**src/rtl/rr_arb_mux.sv**
```systemverilog
// rtl/rr_arb_mux.sv - N-channel round-robin / fixed-priority arbitrated mux with registered output
//
// Selects one valid/ready input stream per cycle and captures the winner in a
// single output register that honours downstream backpressure.
//
// Ports:
//   CLK        system clock, rising edge
//   RST        asynchronous active-low reset
//   IN_DATA    packed channel data, channel i at [i*WIDTH +: WIDTH]
//   IN_VALID   per-channel valid
//   IN_READY   per-channel accept, at most one bit high
//   PRIO_MODE  0 = round-robin, 1 = fixed priority (lowest index wins)
//   OUT_DATA   registered winning data
//   OUT_SEL    index of the channel that supplied OUT_DATA
//   OUT_VALID  output register holds a beat
//   OUT_READY  downstream accepts the beat

module rr_arb_mux #(
   parameter int WIDTH    = 32,
   parameter int CHANNELS = 4,
   parameter int SEL_W    = 2
) (
   input  logic                      CLK,
   input  logic                      RST,
   input  logic [CHANNELS*WIDTH-1:0] IN_DATA,
   input  logic [CHANNELS-1:0]       IN_VALID,
   output logic [CHANNELS-1:0]       IN_READY,
   input  logic                      PRIO_MODE,
   output logic [WIDTH-1:0]          OUT_DATA,
   output logic [SEL_W-1:0]          OUT_SEL,
   output logic                      OUT_VALID,
   input  logic                      OUT_READY
);

   typedef enum logic {
      EMPTY = 1'b0,
      FULL  = 1'b1
   } state_t;

   state_t             state_q;
   state_t             state_d;
   logic [WIDTH-1:0]   data_q;
   logic [SEL_W-1:0]   sel_q;
   logic [SEL_W-1:0]   last_q;

   logic               load_en;
   logic               gnt_found;
   logic [SEL_W-1:0]   gnt_idx;

   // The register can take a new beat when it is empty or being drained.
   assign load_en = (state_q == EMPTY) || OUT_READY;

   // Grant search. Loops run from the lowest-priority candidate upwards so
   // the last assignment made is the highest-priority valid channel.
   always_comb begin
      int                idx;
      logic [SEL_W-1:0]  cand;
      gnt_found = 1'b0;
      gnt_idx   = '0;
      idx       = 0;
      cand      = '0;
      if (PRIO_MODE) begin
         for (int i = CHANNELS - 1; i >= 0; i--) begin
            if (IN_VALID[i]) begin
               gnt_found = 1'b1;
               gnt_idx   = SEL_W'(i);
            end
         end
      end else begin
         // Candidate at distance k after LAST; k = CHANNELS revisits LAST itself.
         for (int k = CHANNELS; k >= 1; k--) begin
            idx = int'(last_q) + k;
            if (idx >= CHANNELS) begin
               idx = idx - CHANNELS;
            end
            cand = SEL_W'(idx);
            if (IN_VALID[cand]) begin
               gnt_found = 1'b1;
               gnt_idx   = cand;
            end
         end
      end
   end

   always_comb begin
      IN_READY = '0;
      if (load_en && gnt_found) begin
         IN_READY[gnt_idx] = 1'b1;
      end
   end

   always_comb begin
      state_d = state_q;
      if (load_en) begin
         state_d = gnt_found ? FULL : EMPTY;
      end
   end

   always_ff @(posedge CLK or negedge RST) begin
      if (!RST) begin
         state_q <= EMPTY;
      end else begin
         state_q <= state_d;
      end
   end

   // Data, index and pointer move only on an actual input transfer; an idle
   // load slot just empties the register and leaves these holding.
   always_ff @(posedge CLK or negedge RST) begin
      if (!RST) begin
         data_q <= '0;
         sel_q  <= '0;
         last_q <= SEL_W'(CHANNELS - 1);
      end else if (load_en && gnt_found) begin
         data_q <= IN_DATA[gnt_idx*WIDTH +: WIDTH];
         sel_q  <= gnt_idx;
         last_q <= gnt_idx;
      end
   end

   assign OUT_DATA  = data_q;
   assign OUT_SEL   = sel_q;
   assign OUT_VALID = (state_q == FULL);

endmodule

```
**config.mk**
```make
export PLATFORM = sky130hd
export DESIGN_NAME = rr_arb_mux
export DESIGN_NICKNAME = d
export VERILOG_FILES = /design/src/rtl/rr_arb_mux.sv
export SDC_FILE = /design/constraint.sdc
export NUM_CORES = 1
export LEC_CHECK = 0
export BUFFER_PORTS_ARGS = -buffer_cell sky130_fd_sc_hd__buf_4
export CORE_ASPECT_RATIO = 0.75
export CORE_MARGIN = 3
export CORE_UTILIZATION = 40
export DETAILED_ROUTE_END_ITERATION = 6
export PLACE_DENSITY_LB_ADDON = 0.3
export SYNTH_ARGS = -nofsm -noshare
export SYNTH_HDL_FRONTEND = slang
export SYNTH_SLANG_ARGS = --single-unit
```
**constraint.sdc**
```tcl
create_clock -name CLK -period 4.25 [get_ports CLK]
set_input_delay 0.425 -clock CLK [delete_from_list [all_inputs] [get_ports CLK]]
set_output_delay 0.425 -clock CLK [all_outputs]
set_load 0.005 [all_outputs]
```
==> results of run 1 <==
-- layer usage --
metal,wire length [µm],vias to the layer above
met4,40,0
met2,4030,124
met5,0,-
li1,-,1236
met1,3090,1212
met3,921,5
-- layout make-up --
cell class	instances	area [µm²]
fill	449	1720
sequential	37	928
clock inverter	3	68.8
multi-input combinational	170	1380
tap	75	93.8
timing repair buffer	179	1340
inverter	2	7.51
clock buffer	5	68.8
-- stage by stage --
step	total power, mW	cells	setup slack (ns)	utilization [%]
3_3_place_gp	1.16	463	1.02	66.9
3_5_place_dp	1.18	463	0.940	66.9
6_report	1.53	471	0.715	69.4
5_1_grt	1.62	471	0.460	69.4
2_1_floorplan	0.849	233	1.72	-
4_1_cts	1.55	471	0.693	69.4
-- worst paths after layout --
check,from,cells after the start,to
min reg2reg,OUT_SEL[0],1,OUT_SEL[0]
max,last_q[1],6,IN_READY[2]
min,RST,1,OUT_DATA[20]
max in group asynchronous,RST,1,last_q[1]
min in group CLK,IN_VALID[0],3,OUT_VALID
max reg2reg,last_q[1],6,OUT_DATA[14]
-- synth_stat cells (2+ instances only) --
cell type	count	area, µm²
o21ai_0	34	170
buf_4	2	15.0
dfstp_2	2	52.6
a211oi_1	2	15.0
nand3b_1	2	15.0
a21oi_1	3	15.0
nand2b_1	2	12.5
mux2_2	2	22.5
nor2b_1	2	12.5
mux2i_1	65	651
buf_2	7	35.0
clkbuf_1	11	41.3
buf_6	3	33.8
inv_1	2	7.51
o21a_1	2	15.0
or2_2	2	12.5
o221ai_1	33	289
nor2_1	11	41.3
dfrtp_1	35	876
-- flip-flops by register name, indices dropped and copies added (netlist names) --
register and count:
OUT_VALID 1, last_q 2, OUT_DATA 32, OUT_SEL 2
-- power by group --
| group | switching, mW | total (mW) | leakage (nW) | internal (mW) |
|---|---|---|---|---|
| clock | 0.129 | 0.365 | 0.0687 | 0.236 |
| sequential | 0.0651 | 0.521 | 0.445 | 0.456 |
| combinational | 0.281 | 0.645 | 1.37 | 0.364 |
| total | 0.475 | 1.53 | 1.88 | 1.06 |
-- cells by family after synthesis --
kind of cell,Yosys count,synth area share (%)
multiplexers,67,27.6
flip-flops,37,38.1
AO/OA/AOI/OAI,79,23.2
AND/OR/NAND/NOR,24,5.54
buffers and inverters,26,5.59
==> impl_results.md, run 1 <==
- Commonest cells after routing, fill and taps aside: buf_4 (179), mux2i_1 (65), dfrtp_1 (35)
- Final hold violations: 0
- Relative slew slack: 44.7%
- Total grt overflow: 0
- Largest net degree at the start of global routing: 41
- Vias in the first global route: 2516
- Hold slack: 0.0919 ns
- Post-route cell area: 0.00389 mm²
- Crit Path Class: flip-flop to primary output
- Met1 Resource Use GR: 25.4%
- PostCTS Resize Cnt: 0
- Die Span X: 96.2 µm
- Synth cell types: 30
- Crit-path cells: or4b_2, a2111oi_4, buf_4, or3_1, nor2_1, buf_4
- Via count: 2577
- Slowest CP cell: dfstp_2
- Syn avg cell area: 10.5 µm²
- Worst Path Required: 3.83 ns
- M2 GR Usage: 38.3%
- Global route hottest layer: met2
- CTS Sinks: 37
- Part of the Yosys area used for sequential elements: 38.1%
- Fraction of registers with async set/reset: 100%
- Die area: 0.00708 mm²
- Setup TNS: 0 ns
- # rows: 23
- Bufs and invs on worst path: 2
- # setup viols final: 0
- Status: completed
- Synth Flop Type: dfrtp_1
- Cell Pwr Density: 393 mW/mm²
- Initial Util: 43.5%
- Overall routing resource usage: 21.5%
- Maximum clock frequency: 283 MHz
- Max-Cap Viols: 0
- Port bufs: 174
- I/O pins: 175
- Clk root buf: clkbuf_8
- Placed Area: 0.00375 mm²
- Core Region: 0.00561 mm²
- Setup Buffers After CTS: 0
- Number of flops mapped to enable cells by yosys: 0
- Reg2reg setup slack: 1.00 ns
- Post-route ant nets: 0
- DPL Wire Length: 6290 µm
- Area grow syn2layout: 59.5%
- Initial antenna violation count: 0
- Clk slew on worst S/H paths: 0.08 ns
- Final Slew Violations: 0
- Die Ht: 73.6 µm
- Via density: 5.47
- Clock skew: 0.00829 ns
- Cells after Synth: 233
- Layout cell share with drive strength beyond 1: 49.7%
- Starting DRT DRC Count: 72
- Later-pin clock latency in the skew report: 0.29 ns
- Worst path max stage delay: 0.67 ns
- Max FO, Critical Path: 34
- DRC Markers: 0
- ANT cells: 0
- Mapped Area: 0.00244 mm²
- Post-Syn Nets: 369
- Crit path max-delay family: simple AND/OR/NAND/NOR gates
- CTS buffer count: 5
- H-tree depth: 2
- Nets: 531
- Critical path arrival: 3.11 ns
- Tcrit/Tclk final: 83.2%
- 1st-pass router iterations: 4
- Grt met3 use: 6.86%
- CP Capture Type: primary output
- Tmin final: 3.53 ns
- Hold Buf Count CTS: 0
- HP Class: primary input to asynchronous set/reset pin
- RSZ-0062 raised after global routing: no
- CP startpoint kind: flip-flop
- Leakage: 1.88 nW
- Slew @ Worst Pin: 0.829 ns
- Routed wire per std cell: 17.2 µm
- Worst VDD drop: 0.215 mV
- Post-Route WL: 8080 µm
- TritonCTS clock tree: yes
- Yosys reg bits: 37
- Synth warn: 0
- Cell repeated most along the worst path: buf_4
- First-pass GRT wire length: 12000 µm
- CTS Buffer Depth: 2
- Routability cong.: 0.752
- Commonest non-fill, non-tap cell in the layout: buf_4
No activity file was read; power rests on OpenSTA's default activity.
==> run 2: changes to the inputs <==
clock period = 3.3 ns   (was 4.25 ns; I/O delays follow)
==> run 2 against run 1 <==
The run now ends with negative hold slack left. Count of clock-buffer cells in the layout increased by 1. Sequential power increased by 30%. Setup slack got worse by 0.40 ns. Utilization decreased by 0.45 points. Critical path type unchanged. Critical path depth decreased by 1. Design area decreased by 0.64%. Sequential cell count unchanged. Non-clock buffer count increased by 4. First-iteration DRC count increased by 17%.
==> impl_results.md, run 2 (same netlist as run 1, synthesis figures left out) <==
- Status: finished, violations left
- Failing checks: negative hold slack
- Die Span X: 96.2 µm (unchanged)
- WL met1: 3240 µm (+4.9%)
- Crit path max-delay family: simple AND/OR/NAND/NOR gates
- Slew @ Worst Pin: 0.542 ns (-0.287 ns)
- DRC Markers: 0 (unchanged)
- H-tree depth: 2 (unchanged)
- Via density: 5.55 (+1.4%)
- # rows: 23 (unchanged)
- Met2 Wirelength: 4060 µm (+0.74%)
- Post-route cell area: 0.00387 mm² (-0.64%)
- # setup viols final: 0 (unchanged)
- Largest net degree at the start of global routing: 38 (-7.3%)
- Setup Buffers After CTS: 0 (unchanged)
- Worst path max stage delay: 0.67 ns (about the same)
- Tmin final: 2.99 ns
- Later-pin clock latency in the skew report: 0.29 ns (about the same)
- Max FFs per register: 32 (unchanged)
- Layout cell share with drive strength beyond 1: 50.0% (+0.25 points)
- CTS Buffer Depth: 2 (unchanged)
- Post-route ant nets: 0 (unchanged)
- TritonCTS clock tree: yes
- Maximum clock frequency: 335 MHz
- Nets: 535 (+0.75%)
- ANT cells: 0 (unchanged)
- Overall routing resource usage: 22.3% (+0.81 points)
- Post-Route WL: 8350 µm (+3.3%)
- HP Class: primary input to asynchronous set/reset pin
- First-pass GRT wire length: 12200 µm (+2.0%)
- Vias in the first global route: 2595 (+3.1%)
- Max Used Layer: met4
- CP Launch Point: last_q[1]
- Initial antenna violation count: 0 (unchanged)
- Placed Area: 0.00378 mm² (+0.80%)
- Commonest non-fill, non-tap cell in the layout: buf_4
- DPL Wire Length: 6600 µm (+5.0%)
- CP startpoint kind: flip-flop
- Total grt overflow: 0 (unchanged)
- Area grow syn2layout: 58.5%
- Critical path arrival: 2.66 ns (-0.45 ns)
- Final Slew Violations: 0 (unchanged)
- Met3 Wirelength: 951 µm (+3.3%)
- Max FO, Critical Path: 15 (-56%)
- PostCTS Resize Cnt: 0 (unchanged)
- Core Region: 0.00561 mm² (unchanged)
- CTS buffer count: 5 (unchanged)
- Port bufs: 174 (unchanged)
- Via count: 2636 (+2.3%)
- 1st-pass router iterations: 4 (unchanged)
- Initial Util: 43.5% (unchanged)
- Clk root buf: clkbuf_8
- Starting DRT DRC Count: 84 (+17%)
- Setup TNS: 0 ns (unchanged)
- Die Ht: 73.6 µm (unchanged)
- R2R Path Start: last_q[1]
- Max-Cap Viols: 0 (unchanged)
- RSZ-0062 raised after global routing: no
- Tcrit/Tclk final: 90.5%
- Hold Buf Count CTS: 0 (unchanged)
- I/O pins: 175 (unchanged)
- WP depth: 5 (-1)
- Reg2Reg Depth: 5 (-1)
- Routed wire per std cell: 17.6 µm (+2.5%)
- Final hold violations: 3 (+3)
- Final Core Density: 68.9% (-0.45 points)
- Worst Path Required: 2.97 ns (-0.86 ns)
- Routability cong.: 0.760 (+1.0%)
- Slowest CP cell: dfstp_2
- Die area: 0.00708 mm² (unchanged)
- Leakage: 1.88 nW (-0.27%)
- Crit-path cells: or4b_2, a2111oi_4, or3_1, nor2_1, buf_4
- CTS Sinks: 37 (unchanged)
- Clk slew on worst S/H paths: 0.08 ns (about the same)
- Clock skew: 0.0111 ns (+0.00281 ns)
- Crit Path Class: flip-flop to primary output
- Commonest cells after routing, fill and taps aside: buf_4 (183), mux2i_1 (65), dfrtp_1 (35)
- Worst VDD drop: 0.234 mV (+8.8%)
- Hold slack: -0.00120 ns (-0.0931 ns)
- Relative slew slack: 63.9% (+19 points)
- Cell Pwr Density: 470 mW/mm² (+19%)
- Bufs and invs on worst path: 1 (-1)
- CP Capture Type: primary output
-- run 2: changes by cell type in the layout (fill, tap and decap cells not counted) --
cell,before,now
bufinv_16,2,0
inv_6,1,0
clkinv_2,0,2
clkbuf_1,0,1
buf_4,179,183
-- run 2: routing by layer --
layer  track usage, %  up-vias
met2             39.5      153
met5                0        -
li1                 -     1244
met3             7.16       13
met4             4.73        0
met1             26.4     1226
-- run 2: cell type report --
cell class,count,area (µm²)
tap,75,93.8
fill,451,1740
multi-input combinational,170,1380
clock inverter,2,10.0
clock buffer,6,72.6
sequential,37,928
inverter,2,7.51
timing repair buffer,183,1370
-- run 2: final timing paths --
check,to,slack (ns)
setup / recovery,IN_READY[0],0.31
hold / removal,OUT_DATA[24],-0.001
setup reg to reg,OUT_DATA[13],0.59
hold reg to reg,OUT_SEL[1],0.53
max in group asynchronous,last_q[0],2.95
min in group CLK,OUT_DATA[27],0.36
-- run 2: stage by stage --
step | worst slack (ns) | power [mW] | hold WS (ns) | cells
2_1_floorplan | 0.862 | 1.09 | 0.0344 | 233
3_3_place_gp | 0.655 | 1.51 | 0.312 | 467
3_5_place_dp | 0.593 | 1.53 | 0.317 | 467
4_1_cts | 0.288 | 1.83 | 0.00817 | 475
5_1_grt | 0.132 | 1.93 | 0.0293 | 475
6_report | 0.313 | 1.82 | -0.00120 | 475
-- run 2: where the power goes --
group	total (mW)	switching (mW)	internal, mW
sequential	0.675	0.0878	0.587
combinational	0.843	0.366	0.476
clock	0.299	0.153	0.146
total	1.82	0.607	1.21
